===== config.mk =====
export PLATFORM = sky130hd
export DESIGN_NAME = fetch_unit
export DESIGN_NICKNAME = d
export VERILOG_FILES = /design/src/rtl/fetch_unit_pkg.sv /design/src/rtl/fetch_unit.sv
export SDC_FILE = /design/constraint.sdc
export NUM_CORES = 1
export LEC_CHECK = 0
export CAP_MARGIN = 20
export CELL_PAD_IN_SITES_DETAIL_PLACEMENT = 1
export CELL_PAD_IN_SITES_GLOBAL_PLACEMENT = 1
export CORE_UTILIZATION = 29
export CTS_BUF_LIST = sky130_fd_sc_hd__clkbuf_8 sky130_fd_sc_hd__clkbuf_16
export CTS_CLUSTER_SIZE = 12
export DETAILED_ROUTE_END_ITERATION = 12
export PLACE_DENSITY = 0.73
export SYNTH_ARGS = -nofsm -noshare
export SYNTH_HDL_FRONTEND = slang
export SYNTH_SLANG_ARGS = --single-unit

===== constraint.sdc =====
create_clock -name Clk -period 1.5 [get_ports Clk]
set_clock_uncertainty 0.1 [all_clocks]
set_input_delay 0.3 -clock Clk [delete_from_list [all_inputs] [get_ports Clk]]
set_output_delay 0.3 -clock Clk [all_outputs]
set_load 0.03 [all_outputs]

===== src/rtl/fetch_unit_pkg.sv =====
// Shared definitions for the 3BC fetch stage: widths, program entry points and
// the fetch controller state encoding.
package fetch_unit_pkg;

  localparam int PC_W   = 10;
  localparam int INST_W = 9;

  localparam logic [PC_W-1:0] PROG1_START = 10'd0;
  localparam logic [PC_W-1:0] PROG2_START = 10'd256;
  localparam logic [PC_W-1:0] PROG3_START = 10'd512;

  typedef enum logic [1:0] {
    IDLE,
    RUN,
    HALTED
  } fetch_state_t;

  // ProgSel 0 is a raw start at address zero; 1..3 select a program slot.
  function automatic logic [PC_W-1:0] prog_start(input logic [1:0] prog_sel);
    logic [PC_W-1:0] start_pc;
    case (prog_sel)
      2'd1:    start_pc = PROG1_START;
      2'd2:    start_pc = PROG2_START;
      2'd3:    start_pc = PROG3_START;
      default: start_pc = '0;
    endcase
    return start_pc;
  endfunction

endpackage


===== src/rtl/fetch_unit.sv =====
// Program counter and fetch register of the 3BC processor. Drives the
// combinational ROM and hands {instruction, PC} to decode.
module fetch_unit
  import fetch_unit_pkg::*;
(
  input  logic              Clk,
  input  logic              Reset_n,
  input  logic              Start,
  input  logic [1:0]        ProgSel,
  input  logic              Stall,
  input  logic              BranchTaken,
  input  logic [PC_W-1:0]   BranchTarget,
  input  logic              Halt,
  input  logic [INST_W-1:0] InstIn,
  output logic [PC_W-1:0]   InstAddress,
  output logic [INST_W-1:0] FetchInst,
  output logic [PC_W-1:0]   FetchPC,
  output logic              FetchValid,
  output logic              Running,
  output logic              Done
);

  fetch_state_t      state_reg, state_next;
  logic [PC_W-1:0]   pc_reg, pc_next;
  logic [INST_W-1:0] fetch_inst_reg, fetch_inst_next;
  logic [PC_W-1:0]   fetch_pc_reg, fetch_pc_next;
  logic              fetch_valid_reg, fetch_valid_next;
  logic              done_reg, done_next;

  always_comb begin
    state_next       = state_reg;
    pc_next          = pc_reg;
    fetch_inst_next  = fetch_inst_reg;
    fetch_pc_next    = fetch_pc_reg;
    fetch_valid_next = fetch_valid_reg;
    done_next        = done_reg;

    case (state_reg)
      IDLE, HALTED: begin
        if (Start) begin
          pc_next    = prog_start(ProgSel);
          done_next  = 1'b0;
          state_next = RUN;
        end
      end
      RUN: begin
        // Halt outranks a redirect or stall issued in the same cycle.
        if (Halt) begin
          fetch_valid_next = 1'b0;
          done_next        = 1'b1;
          state_next       = HALTED;
        end else if (BranchTaken) begin
          // The instruction on InstIn is wrong-path; drop it and redirect.
          pc_next          = BranchTarget;
          fetch_valid_next = 1'b0;
        end else if (!Stall) begin
          fetch_inst_next  = InstIn;
          fetch_pc_next    = pc_reg;
          fetch_valid_next = 1'b1;
          pc_next          = pc_reg + PC_W'(1);
        end
      end
      default: begin
        state_next = IDLE;
      end
    endcase
  end

  always_ff @(posedge Clk or negedge Reset_n) begin
    if (!Reset_n) begin
      state_reg       <= IDLE;
      pc_reg          <= '0;
      fetch_inst_reg  <= '0;
      fetch_pc_reg    <= '0;
      fetch_valid_reg <= 1'b0;
      done_reg        <= 1'b0;
    end else begin
      state_reg       <= state_next;
      pc_reg          <= pc_next;
      fetch_inst_reg  <= fetch_inst_next;
      fetch_pc_reg    <= fetch_pc_next;
      fetch_valid_reg <= fetch_valid_next;
      done_reg        <= done_next;
    end
  end

  assign InstAddress = pc_reg;
  assign FetchInst   = fetch_inst_reg;
  assign FetchPC     = fetch_pc_reg;
  assign FetchValid  = fetch_valid_reg;
  assign Running     = (state_reg == RUN);
  assign Done        = done_reg;

endmodule


Word-level counts from Yosys, hierarchy flattened

Cells that the tools add are included.
Widths: inputs -> output; s select.

Flip-flop bits (word level): 33
Bits of input ports: 27
Output and inout port bits: 32
Logic and storage cells: 42

Add/sub/neg operators: 1
Equal/unequal tests: 9
Mux-type cells: 15
Bitwise gates (word level): 3
Reductions and logical operators: 8

Operator list:

| cell                  | count |
|---|---|
| $mux 10               | 4 |
| $pmux 10 s2           | 2 |
| $add 10x1->10 const B | 1 |
| $reduce_and 4->1      | 2 |
| $eq 2x2->1 const B    | 3 |
| $ne 2x2->1 const B    | 3 |
| $mux 1                | 5 |
| $mux 2                | 2 |
| $pmux 2 s2            | 1 |
| $reduce_and 2->1      | 2 |
| $ne 3x1->1 const B    | 1 |
| $ne 3x3->1 const B    | 1 |
| $not 1->1             | 3 |
| $reduce_and 3->1      | 1 |
| $eq 2x1->1 const B    | 1 |
| $logic_not 2->1       | 1 |
| $pmux 1 s2            | 1 |
| $reduce_bool 2->1     | 1 |
| $reduce_or 2->1       | 1 |

Depth between registers and ports, before layout

Gate-level depths: netlist of the first run.

Depth in word-level cells: 5
Mapped depth: 6
Mapped depth without buffers: 5

Least setup slack after synthesis of the first run

OpenSTA, ideal clock, no wires.

Kind: reg-to-reg
From: register state_reg[1]
To: register fetch_pc_reg[4] (netlist: FetchPC[4])
Setup time: 0.118 ns
Arrival: 1.420 ns
Data required time: 1.282 ns
Setup slack: -0.139 ns
Cell stages (with the launch flop): 7
Path buffers: 2
Clock period less this slack: 1.639 ns
Cell sequence: dfrtp_1 -> or3b_1 -> buf_6 -> or2_4 -> buf_4 -> nand2_1 -> nand2_1

Longest elaborated chain between the ends: 2

Ends and longest elaborated chain:

| item                              | line             | text |
|---|---|---|
| start, declared                   | fetch_unit.sv:23 | `fetch_state_t state_reg, state_next;` |
| start signal, assigned            | fetch_unit.sv:78 | `state_reg <= state_next;` |
| $eq 2x1->1                        | fetch_unit.sv:38 | `case (state_reg)` |
| $reduce_and 4->1 (no source line) | --               |  |
| end signal, assigned              | fetch_unit.sv:81 | `fetch_pc_reg <= fetch_pc_next;` |
| end, declared                     | fetch_unit.sv:26 | `logic [PC_W-1:0] fetch_pc_reg, fetch_pc_next;` |

Every way passes these cells.
A chain may end at the register's enable or synchronous reset.

Worst setup path in the final report of the first run

From: register state_reg[1]
To: register pc_reg[7] (netlist: InstAddress[7])

Longest elaborated chain between the ends: 4
Elaborated cells on any way between the ends: 10
Classes of those cells: eq/ne: 5; mux: 1; reduce/logical: 4

Ends and longest elaborated chain:

| item                                                                    | line             | text |
|---|---|---|
| $eq 2x2->1 / $logic_not 2->1 (equally long branches)                    | fetch_unit.sv:38 |  |
| $reduce_or 2->1                                                         | fetch_unit.sv:38 |  |
| $ne 2x2->1 (no source line) / $reduce_bool 2->1 (equally long branches) | --               |  |
| $reduce_and 4->1 (no source line)                                       | --               |  |
| end signal, assigned                                                    | fetch_unit.sv:79 | `pc_reg <= pc_next;` |
| end, declared                                                           | fetch_unit.sv:24 | `logic [PC_W-1:0] pc_reg, pc_next;` |

Parallel ways exist; a longest one is shown, timed or not.

==> impl_metrics.env, run 1 <==
export IMPL_tritoncts="yes"
export IMPL_cts_clk_slew_worst_paths_ns=0.07
export IMPL_intPower_mw=2.18
export IMPL_cp_slowest_cell="or3b_4"
export IMPL_postSynthCellCount=175
export IMPL_rsz0062_at_grt="true"
export IMPL_synth_warnings=0
export IMPL_io_buffers=58
export IMPL_grt_pass1_wl_um=8580
export IMPL_worstPathArrival_ns=1.71
export IMPL_p_clk_share_pct=17.8
export IMPL_crit_chain="or3b_4 > buf_6 > buf_4 > nor3_4 > mux2i_1 > nand2_1"
export IMPL_power_density_nw_per_um2=1440
export IMPL_wl_per_cell_um=15.2
export IMPL_p_leak_nw=1.32
export IMPL_num_vias=1604
export IMPL_grt_overflow_total=0
export IMPL_cts_buffers=5
export IMPL_cts_root_buf="clkbuf_8"
export IMPL_syn_nets=203
export IMPL_start_util_pct=30.5
export IMPL_post_route_drc_count=0
export IMPL_ios=59
export IMPL_crit_start="state_reg[1]"
export IMPL_yosysUniqueCellTypes=40
export IMPL_core_area_um2=5200
export IMPL_cp_start_kind="flop"
export IMPL_cts_sinks=33
export IMPL_period_needed_ns=1.58
export IMPL_worst_pin_slew_ns=0.321
export IMPL_nets=291
export IMPL_maxCapViolCount=0
export IMPL_fillers=609
export IMPL_die_area_um2=5780
export IMPL_synth_top_cell_area_share_pct=52.0
export IMPL_grt_max_degree=34
export IMPL_syn_area_um2=1590
export IMPL_hold_class="input port to async pin"
export IMPL_hpwl_um=3380
export IMPL_synth_edf_count=0
export IMPL_clk_latency_ns=0.30
export IMPL_worst_slack_ns=-0.0779
export IMPL_crit_cells=6
export IMPL_drt_iter0_drc=80
export IMPL_pwr_share_comb_pct=46.9
export IMPL_critical_path_class="flop to flop"
export IMPL_track_usage_pct=19.0
export IMPL_worst_path_max_fanout=7
export IMPL_final_max_slew_viol_count=0
export IMPL_vias_per_cell=4.80
export IMPL_grt_antenna_before_repair=0
export IMPL_hold_violations=0
export IMPL_slowest_delay_ns=0.43
export IMPL_place_ws_ns=-0.482
export IMPL_p_sw_mw=1.62
export IMPL_cp_required_ns=1.64
export IMPL_finalSetupTns_ns=-1.13
export IMPL_critPathBufInv=2
export IMPL_status="finished, violations left"
export IMPL_htreeDepth=2
export IMPL_first_global_vias=1652
export IMPL_die_x_um=76.0
export IMPL_sequentialPowerShare_pct=35.3
export IMPL_violations="negative setup slack"
export IMPL_swShare_pct=42.5
export IMPL_post_route_util_pct=50.6
export IMPL_relSlewSlack_pct=78.7
export IMPL_ant_nets=0
export IMPL_crit_family="simple AND/OR/NAND/NOR gates"
export IMPL_report_power_total_mw=3.80
export IMPL_n_antenna_cell=0
export IMPL_synth_main_ff_cell="dfrtp_1"
export IMPL_syn_area_per_cell_um2=9.08
export IMPL_rr_startpoint="state_reg[1]"
export IMPL_die_y_um=76.0
export IMPL_peakVddDrop_v=0.000547
export IMPL_place_congestion=0.830
export IMPL_holdBufCountCts=0
export IMPL_r2r_end="InstAddress[7]"
export IMPL_synth_seq_cells=33
export IMPL_first_pass_iters=4
export IMPL_reg2regPathDepth=6
export IMPL_cp_end_kind="flop"
export IMPL_min_period_over_period_pct=105
export IMPL_async_flop_share_pct=100
export IMPL_totalWireLength_um=5090
export IMPL_drive_above_1_share_pct=29.9
export IMPL_yosysSeqAreaShare_pct=52.0
export IMPL_setup_viol=24
export IMPL_holdWs_ns=0.272
export IMPL_yosysTopAreaCell="dfrtp_1"
export IMPL_rows=26
export IMPL_area_growth_pct=65.8
export IMPL_synth_area_leaders="dfrtp_1 52%, nand2_1 15%, o21ai_0 3.5%"
export IMPL_rrSetupSlack_ns=-0.08
export IMPL_clock_fmax_mhz=634
export IMPL_cts_path_max_buffers=2
[how the worst max path moves through the flow]
stage / to / slack (ns)
6_report: InstAddress[7] / -0.08
3_5_place_dp: InstAddress[7] / -0.48
5_1_grt: FetchPC[8] / -0.17
2_1_floorplan: FetchInst[6] / -0.11
4_1_cts: FetchPC[8] / -0.07
3_3_place_gp: FetchPC[7] / -0.46
[timing repair]
action	CTS	global route
pin swaps	5	11
cloned	2	0
setup buffers	2	2
setup endpoints to repair	50	31
gates resized for setup	41	23
[per-layer routing]
metal	wire, µm	part of all wire (%)	GRT usage, %
met1	2330	46	25.7
met4	78	1.5	4.62
met2	2430	48	31.2
met3	249	4.9	3.95
met5	0	0	0
[cell type report]
type	count	area [µm²]	area share, %
tap	70	87.6	3.32
clock buffer	5	68.8	2.61
multi-input combinational	132	820	31.1
sequential	33	830	31.5
clock inverter	3	13.8	0.522
inverter	3	11.3	0.427
timing repair buffer	88	805	30.5
[logic make-up after synthesis]
family	after synthesis	share of synthesized area (%)
buffers and inverters	11	4.02
adders and majority gates	1	0.787
AOI/OAI and AO/OA	31	12.5
muxes	3	1.89
xor gates and xnor gates	3	1.65
and+or+nand+nor	93	27.2
DFF	33	52.0
[through the flow]
stage | area [µm²] | std cells
final | 2640 | 334
after global placement | 2390 | 320
after detailed placement | 2390 | 320
after global routing | 2640 | 334
after floorplan | 1600 | 175
after CTS | 2540 | 332
[placed cells by master (no fill, tap or decap), types with 3 or more instances in the layout]
master / synthesis / routed
dfrtp_2: 0 / 3
buf_4: 2 / 31
o21ai_0: 11 / 6
a21oi_1: 3 / 3
nor3_1: 5 / 3
clkbuf_8: 0 / 5
clkdlybuf4s50_1: 0 / 24
dfrtp_1: 33 / 30
or2_4: 1 / 3
nand2_1: 63 / 54
dlygate4sd2_1: 0 / 21
o21ai_1: 3 / 7
buf_6: 2 / 8
nand2_2: 0 / 9
nand3_1: 5 / 5
mux2i_1: 3 / 3
inv_1: 3 / 3
[cell usage after synthesis, types with 2 or more instances]
cell and count:
a21o_1 2, dfrtp_1 33, nand4_1 2, o21ai_0 11, xor2_1 2, inv_1 3, nor3_1 5, nand2b_1 4
nor2_1 2, nand3_1 5, clkbuf_1 4, a32oi_1 3, buf_6 2, nand2_1 63, mux2i_1 3, o21ai_1 3
a21oi_1 3, nor3b_1 2, buf_4 2
[power by group through the flow]
stage	Clock, mW	Sequential (mW)	Combinational (mW)
2_1_floorplan	0	1.91	0.375
3_3_place_gp	0	1.35	1.76
3_5_place_dp	0	1.36	1.79
4_1_cts	0.683	1.34	1.73
5_1_grt	0.715	1.39	1.92
6_report	0.676	1.34	1.78
(Power assumes the default switching activity.)
==> run 2, diff against run 1 <==
ABC_CLOCK_PERIOD_IN_PS = 1500   (was unset)
==> results of run 2 <==
Final layout, timing and power as in run 1 (identical DEF).
